**src/rtl/uart_rx.sv**
```systemverilog
// ============================================================================
// uart_rx : 8-bit UART receiver (start, 8 data MSB-first, parity, stop).
// Optional macro UART_RX_MAJORITY_EN: 2-of-3 vote around the mid-bit sample.
// Revision: 1.0
// ============================================================================
`default_nettype none

module uart_rx #(
  parameter int BIT_DURATION = 27,
  parameter int SAMPLE_POINT = 13
) (
  input  logic       clk_3125,
  input  logic       rst,
  input  logic       rx,
  input  logic       parity_type,
  output logic [7:0] rx_msg,
  output logic       rx_parity,
  output logic       rx_complete,
  output logic       parity_err,
  output logic       frame_err
);

  typedef enum logic [2:0] {
    IDLE   = 3'd0,
    START  = 3'd1,
    DATA   = 3'd2,
    PARITY = 3'd3,
    STOP   = 3'd4,
    BREAK  = 3'd5
  } state_t;

  localparam logic [4:0] BIT_LAST = 5'(BIT_DURATION - 1);

  // clk_cnt is zero on the cycle after the start edge, so cycle T0+m holds m-1.
`ifdef UART_RX_MAJORITY_EN
  localparam logic [4:0] DECIDE_CNT = 5'(SAMPLE_POINT);
`else
  localparam logic [4:0] DECIDE_CNT = 5'(SAMPLE_POINT - 1);
`endif

  state_t     state_q, state_d;
  logic [4:0] clk_cnt_q, clk_cnt_d;
  logic [2:0] bit_cnt_q, bit_cnt_d;
  logic [7:0] shift_q, shift_d;
  logic       par_bit_q, par_bit_d;
  logic [1:0] sync_q, sync_d;
  logic [7:0] rx_msg_q, rx_msg_d;
  logic       rx_parity_q, rx_parity_d;
  logic       rx_complete_q, rx_complete_d;
  logic       parity_err_q, parity_err_d;
  logic       frame_err_q, frame_err_d;

  logic       rx_s;
  logic       bit_val;
  logic       is_sample;
  logic [4:0] clk_cnt_next;

`ifdef UART_RX_MAJORITY_EN
  logic [1:0] hist_q, hist_d;
`endif

  assign rx_s = sync_q[1];

  always_comb begin
    sync_d = {sync_q[0], rx};
`ifdef UART_RX_MAJORITY_EN
    hist_d  = {hist_q[0], rx_s};
    bit_val = (hist_q[1] & hist_q[0]) | (hist_q[1] & rx_s) | (hist_q[0] & rx_s);
`else
    bit_val = rx_s;
`endif
    is_sample    = (clk_cnt_q == DECIDE_CNT);
    clk_cnt_next = (clk_cnt_q == BIT_LAST) ? 5'd0 : clk_cnt_q + 5'd1;

    state_d       = state_q;
    clk_cnt_d     = clk_cnt_q;
    bit_cnt_d     = bit_cnt_q;
    shift_d       = shift_q;
    par_bit_d     = par_bit_q;
    rx_msg_d      = rx_msg_q;
    rx_parity_d   = rx_parity_q;
    rx_complete_d = 1'b0;
    parity_err_d  = parity_err_q;
    frame_err_d   = frame_err_q;

    case (state_q)
      IDLE: begin
        clk_cnt_d = 5'd0;
        bit_cnt_d = 3'd0;
        if (!rx_s) state_d = START;
      end
      START: begin
        clk_cnt_d = clk_cnt_next;
        if (is_sample) begin
          if (bit_val) begin
            state_d   = IDLE;
            clk_cnt_d = 5'd0;
          end else begin
            state_d = DATA;
          end
        end
      end
      DATA: begin
        clk_cnt_d = clk_cnt_next;
        if (is_sample) begin
          shift_d   = {shift_q[6:0], bit_val};
          bit_cnt_d = bit_cnt_q + 3'd1;
          if (bit_cnt_q == 3'd7) state_d = PARITY;
        end
      end
      PARITY: begin
        clk_cnt_d = clk_cnt_next;
        if (is_sample) begin
          par_bit_d = bit_val;
          state_d   = STOP;
        end
      end
      STOP: begin
        clk_cnt_d = clk_cnt_next;
        if (is_sample) begin
          // Leave right at mid-stop so a closely following start edge is caught.
          rx_msg_d      = shift_q;
          rx_parity_d   = par_bit_q;
          parity_err_d  = par_bit_q ^ ((^shift_q) ^ parity_type);
          frame_err_d   = ~bit_val;
          rx_complete_d = 1'b1;
          clk_cnt_d     = 5'd0;
          state_d       = bit_val ? IDLE : BREAK;
        end
      end
      BREAK: begin
        clk_cnt_d = 5'd0;
        if (rx_s) state_d = IDLE;
      end
      default: begin
        state_d   = IDLE;
        clk_cnt_d = 5'd0;
        bit_cnt_d = 3'd0;
      end
    endcase
  end

  always_ff @(posedge clk_3125) begin
    if (rst) begin
      state_q       <= IDLE;
      clk_cnt_q     <= 5'd0;
      bit_cnt_q     <= 3'd0;
      shift_q       <= 8'd0;
      par_bit_q     <= 1'b0;
      sync_q        <= 2'b11;
      rx_msg_q      <= 8'd0;
      rx_parity_q   <= 1'b0;
      rx_complete_q <= 1'b0;
      parity_err_q  <= 1'b0;
      frame_err_q   <= 1'b0;
`ifdef UART_RX_MAJORITY_EN
      hist_q        <= 2'b11;
`endif
    end else begin
      state_q       <= state_d;
      clk_cnt_q     <= clk_cnt_d;
      bit_cnt_q     <= bit_cnt_d;
      shift_q       <= shift_d;
      par_bit_q     <= par_bit_d;
      sync_q        <= sync_d;
      rx_msg_q      <= rx_msg_d;
      rx_parity_q   <= rx_parity_d;
      rx_complete_q <= rx_complete_d;
      parity_err_q  <= parity_err_d;
      frame_err_q   <= frame_err_d;
`ifdef UART_RX_MAJORITY_EN
      hist_q        <= hist_d;
`endif
    end
  end

  assign rx_msg      = rx_msg_q;
  assign rx_parity   = rx_parity_q;
  assign rx_complete = rx_complete_q;
  assign parity_err  = parity_err_q;
  assign frame_err   = frame_err_q;

endmodule

`default_nettype wire

```
**config.mk**
```make
export PLATFORM = sky130hd
export DESIGN_NAME = uart_rx
export DESIGN_NICKNAME = d
export VERILOG_FILES = /design/src/rtl/uart_rx.sv
export SDC_FILE = /design/constraint.sdc
export NUM_CORES = 1
export LEC_CHECK = 0
export CAP_MARGIN = 10
export CORE_MARGIN = 2
export CORE_UTILIZATION = 49
export CTS_BUF_LIST = sky130_fd_sc_hd__clkbuf_16
export CTS_CLUSTER_DIAMETER = 100
export DETAILED_ROUTE_END_ITERATION = 6
export PLACE_DENSITY = 0.85
export SLEW_MARGIN = 20
export SYNTH_ARGS = -nofsm -noshare
export SYNTH_HDL_FRONTEND = slang
export SYNTH_SLANG_ARGS = --single-unit
```
**constraint.sdc**
```tcl
create_clock -name clk_3125 -period 1.79 [get_ports clk_3125]
set_clock_uncertainty 0.2 [all_clocks]
set_input_delay 0.2685 -clock clk_3125 [delete_from_list [all_inputs] [get_ports clk_3125]]
set_output_delay 0.2685 -clock clk_3125 [all_outputs]
set_load 0.1 [all_outputs]
```
Yosys cells after proc, flatten, opt, wreduce, memory -nomap -nowiden --
Index checks and enable logic that the tools add are counted.
Storage, ports and cells: flip-flop bits (word level) 34, input port bits 4, output and inout bits 12, word-level logic and storage cells 61
Cells by class: $add $sub $neg 2, equality and inequality tests 15, muxes and demuxes 18, bitwise logic cells 5, reductions and logical operators 10
Operator list (count):
- $mux 3 | 9
- $mux 5 | 4
- $pmux 3 s6 | 1
- $pmux 5 s3 | 1
- $ne 2x2->1 const B | 7
- $eq 3x3->1 const B | 3
- $reduce_and 2->1 | 4
- $reduce_xor 8->1 | 1
- $reduce_and 7->1 | 1
- $eq 3x2->1 const B | 2
- $pmux 3 s2 | 1
- $add 5x1->5 const B | 1
- $eq 5x4->1 const B | 1
- $eq 5x5->1 const B | 1
- $reduce_or 2->1 | 2
- $reduce_or 4->1 | 1
- $add 3x1->3 const B | 1
- $eq 3x1->1 const B | 1
- $logic_not 3->1 | 1
- $not 1->1 | 3
- $mux 2 | 1
- $xor 1x1->1 | 2
- $mux 1 | 1

Depth between registers and ports, before layout --
depth in word-level cells 5, depth in mapped cells 8, gate-level depth less buffers 6

Least setup slack after synthesis --
No wires, ideal clock.
kind register -> register, from register clk_cnt_q[0], to register shift_q[0], setup time 0.128 ns, arrival 1.444 ns, data required time 1.462 ns, setup slack 0.019 ns, stages on the path, launching flop included 9, buffers on the path 2, period minus slack after synthesis 1.771 ns, cell sequence dfxtp_1 inv_1 ha_1 and4b_1 buf_6 and3_1 buf_4 mux2i_1 nor2_1
On the way: cells in the longest elaborated chain, start to end 2
RTL lines:
- from (decl) | RTL line 42 | logic [4:0] clk_cnt_q, clk_cnt_d;
- from (signal assigned) | RTL line 161 | clk_cnt_q <= clk_cnt_d;
- $eq 5x4->1 | RTL line 72 | is_sample = (clk_cnt_q == DECIDE_CNT);
- $reduce_and 2->1 (no source line)
- to (signal assigned) | RTL line 163 | shift_q <= shift_d;
- to (decl) | RTL line 44 | logic [7:0] shift_q, shift_d;
No other way between the ends. A chain may end at the register's enable or synchronous reset.

Worst setup path after layout --
from register clk_cnt_q[0], to register rx_msg_q[4] (netlist: rx_msg[4])
On the way: cells in the longest elaborated chain, start to end 2
RTL lines:
- $eq 5x4->1 | RTL line 72
- $reduce_and 2->1 (no source line)
- to (signal assigned) | RTL line 166 | rx_msg_q <= rx_msg_d;
- to (decl) | RTL line 47 | logic [7:0] rx_msg_q, rx_msg_d;
No other way between the ends.

==> summary.txt <==
Power
  • Clock power share: between 40% and 50%
  • Sequential power share: 47.2%
  • Worst VDD drop: roughly 0.00076 V
  • NetSw: about 330 uW
  • Switching share of power: 20.3%
  • Combinational share of power: 3.5%
  • Pleak: 0.801 nW
  • P_int: 1.29 mW
  • Power per cell area: 757 nW/um2

Clock network
  • CTS root buf: clkbuf_16
  • CTS Hold Bufs: 0
  • Clk slew on worst S/H paths: 0.05 ns
  • Clock Latency Late Sink: 0.27 ns
  • CTS tree: built
  • H-Tree Depth: 2
  • CTS Sinks: 34
  • Clock buffer count from CTS: 5
  • Deepest clock path buffer count: 2

Finish
  • Commonest non-fill, non-tap cells in the layout: dfxtp_1, nor2_1, mux2i_1
  • Final Cell Area: 2140 um2
  • Share of layout cells above drive strength 1: 27.2%
  • Register Area: 683 um2
  • Area of the multi-input gates: 813 um2
  • Commonest non-fill, non-tap cell in the layout: dfxtp_1
  • Diodes inserted: 0
  • Filler instances: 193
  • Nets@finish: 192
  • P&R area growth vs syn: 39.1%

Yosys
  • Top post-synthesis cells by area: dfxtp_1, mux2i_1, nor2_1, ha_1, xnor2_1
  • Unique masters post-synth: 36
  • Synth warn: 0
  • Async SR Flop Fraction: 0%
  • Main synth FF type: dfxtp_1
  • Register area share after synthesis: between 40 and 50%
  • Net Count, Synth: 162
  • Top cell type's share of synthesized area: 44.3%
  • Post-synthesis cell count: 153
  • Mean Syn Cell Area: a little over 10 um2
  • Flops & latches, synth: 34
  • Mapped Area: 1540 um2
  • EDFF count, synth: 0
  • Area leader, netlist: dfxtp_1

Place
  • DPL Wire Length: 2.30 mm
  • GPL Wtd Cong: 0.802
  • Placed inst area: 1930 um2
  • Post-Place Worst Slack: -0.0999 ns
  • I/O Buffers: 15

Hold path
  • Worst Hold Launch: sync_q[0]
  • HP Class: reg -> reg
  • Hold Path Cell Cnt: 1
  • Hold EP: sync_q[1]

STA
  • RSZ-0062 raised after global routing: true
  • Tmin final: 1.83 ns
  • Final hold vios: 0
  • Max-slew violation count: 0
  • Final Cycle Share: 102%
  • PnR worst setup slack: -0.0364 ns
  • Worst Max-Slew Pin Slew: between 0.3 and 0.4 ns
  • Achievable frequency: about 550 MHz
  • Max-slew headroom: between 70 and 80%
  • # setup viols final: 7

Detailed routing
  • Post-DR wirelength/cell: 15.1 um
  • Final WL: 3.44 mm
  • Pre-Repair DR Iteration Count: 4
  • Drt first-iter violations: 43
  • Final ANT Viol Nets: 0
  • DRC violations left: 0
  • Via count: 1186
  • DR vias/cell: 5.20

Global routing
  • Vias in the first global route: roughly 1200
  • Antenna violations before repair: 0
  • Total Routing Usage GR: 21.8%
  • First-pass GRT wire length: approximately 5.7 mm
  • Maximum number of pins on one net before global-route repair: 17
  • Global route overflow: 0

Setup path
  • Worst r2r src: clk_cnt_q[0]
  • Crit-path max cell delay: 0.32 ns
  • Critical Path RT: approximately 1.8 ns
  • CP Max Fanout: 6
  • Worst setup EP type: register
  • WP data arrival: 1.79 ns
  • Reg2Reg Depth: 8
  • Worst Setup Path Type: reg -> reg
  • Cells traversed along the worst timing path: inv_2, ha_4, buf_6, nand4b_4, nor3_4, clkbuf_16, mux2i_1, nor2_1
  • Critical path startpoint category: register
  • CP max stage cell: dfxtp_2
  • R2R Setup Slk: -0.04 ns
  • Reg-to-Reg End: rx_msg[4]

Floorplan
  • Cell row count: 20
  • Die H: 60.0 um
  • Core Region: 3030 um2
  • Initial Util: slightly above 50%
  • Die footprint: 3600 um2
  • Die width: 60.0 um
  • I/O pins: 16

Run
  • Max-Cap Viols: 0

Outcome
  • Failing checks: setup timing
  • Status: complete, but fails checks
==> worst max-delay path: cells and delay by family, from the launching register on <==
kind	cells	cell delay (ns)
adders and majority gates	1	0.13
buffers and inverters	3	0.37
DFF	1	0.32
muxes	1	0.18
and+or+nand+nor	3	0.51
==> registers in the layout, indices dropped and copies added, names as in the netlist <==
signal / count
state_q: 3
par_bit_q: 1
frame_err: 1
clk_cnt_q: 5
sync_q: 2
shift_q: 8
parity_err: 1
rx_parity: 1
rx_complete: 1
rx_msg: 8
bit_cnt_q: 3
==> logic make-up after synthesis <==
kind of cell	synth area share, %
and+or+nand+nor	18.7
buffers and inverters	5.13
muxes	12.4
AOI/OAI and AO/OA	8.30
DFF	44.3
adders and majority gates	4.07
xor gates and xnor gates	7.16
==> layer usage <==
metal  vias to the layer above  part of all wire [%]  global-route usage [%]
met5                         -                     0                       0
met4                         0                  0.90                    8.25
met3                         4                   4.4                    8.66
met2                        21                    53                    37.3
met1                       575                    42                    24.1
li1                        586                     -                       -
==> power by group through the flow <==
stage          registers (mW)  clock network, mW  logic, mW
5_1_grt                 0.765              0.841     0.0618
2_1_floorplan           0.780                  0     0.0343
3_5_place_dp            0.781                  0     0.0516
3_3_place_gp            0.780                  0     0.0498
4_1_cts                 0.765              0.801     0.0528
6_report                0.765              0.798     0.0568
==> cell type report <==
type / count / share of cell area (%)
sequential: 34 / 31.9
clock buffer: 5 / 5.85
inverter: 6 / 1.05
clock inverter: 3 / 0.585
timing repair buffer: 31 / 20.0
tap: 44 / 2.57
multi-input combinational: 105 / 38.0
==> what timing repair did <==
item                                   CTS  global route
setup endpoints to repair               15            27
pin swaps                                1             8
gates cloned                             0             1
gates resized for setup                  4             9
endpoints found under the hold margin    0             0
setup buffers                            1             2
==> per-stage QoR <==
step	power [mW]	hold WS [ns]	std cells	TNS [ns]	util, %
after floorplan	0.814	0.172	153	0	-
after global placement	0.830	0.193	217	-0.108	63.7
after detailed placement	0.832	0.204	217	-0.797	63.7
after CTS	1.62	0.218	225	0	68.1
after global routing	1.67	0.227	228	-1.27	70.7
final	1.62	0.213	228	-0.162	70.7
==> how the worst max path moves through the flow <==
| stage | start | end | slack [ns] | depth (start not counted) |
|---|---|---|---|---|
| finish | clk_cnt_q[0] | rx_msg[4] | -0.04 | 8 |
| global route | clk_cnt_q[1] | rx_msg[4] | -0.11 | 8 |
| CTS | clk_cnt_q[0] | shift_q[5] | 0.01 | 6 |
| detailed placement | parity_type | parity_err | -0.1 | 5 |
| global placement | parity_type | parity_err | -0.05 | 5 |
| floorplan | clk_cnt_q[0] | shift_q[0] | 0.02 | 8 |
==> Yosys cell counts, types with 2 or more instances <==
| cell | n |
|---|---|
| dfxtp_1 | 34 |
| nor2_1 | 27 |
| mux2i_1 | 19 |
| xnor2_1 | 7 |
| inv_1 | 6 |
| nand3_1 | 6 |
| ha_1 | 5 |
| clkbuf_1 | 4 |
| a31oi_1 | 3 |
| buf_6 | 3 |
| nand2_1 | 3 |
| o21ai_0 | 3 |
| xor2_1 | 3 |
| a211oi_1 | 2 |
| a21o_1 | 2 |
| a21oi_1 | 2 |
| nand3b_1 | 2 |
| nand4b_1 | 2 |
| nor2b_1 | 2 |
| or2_2 | 2 |
Power figures use the tool's default switching activity.
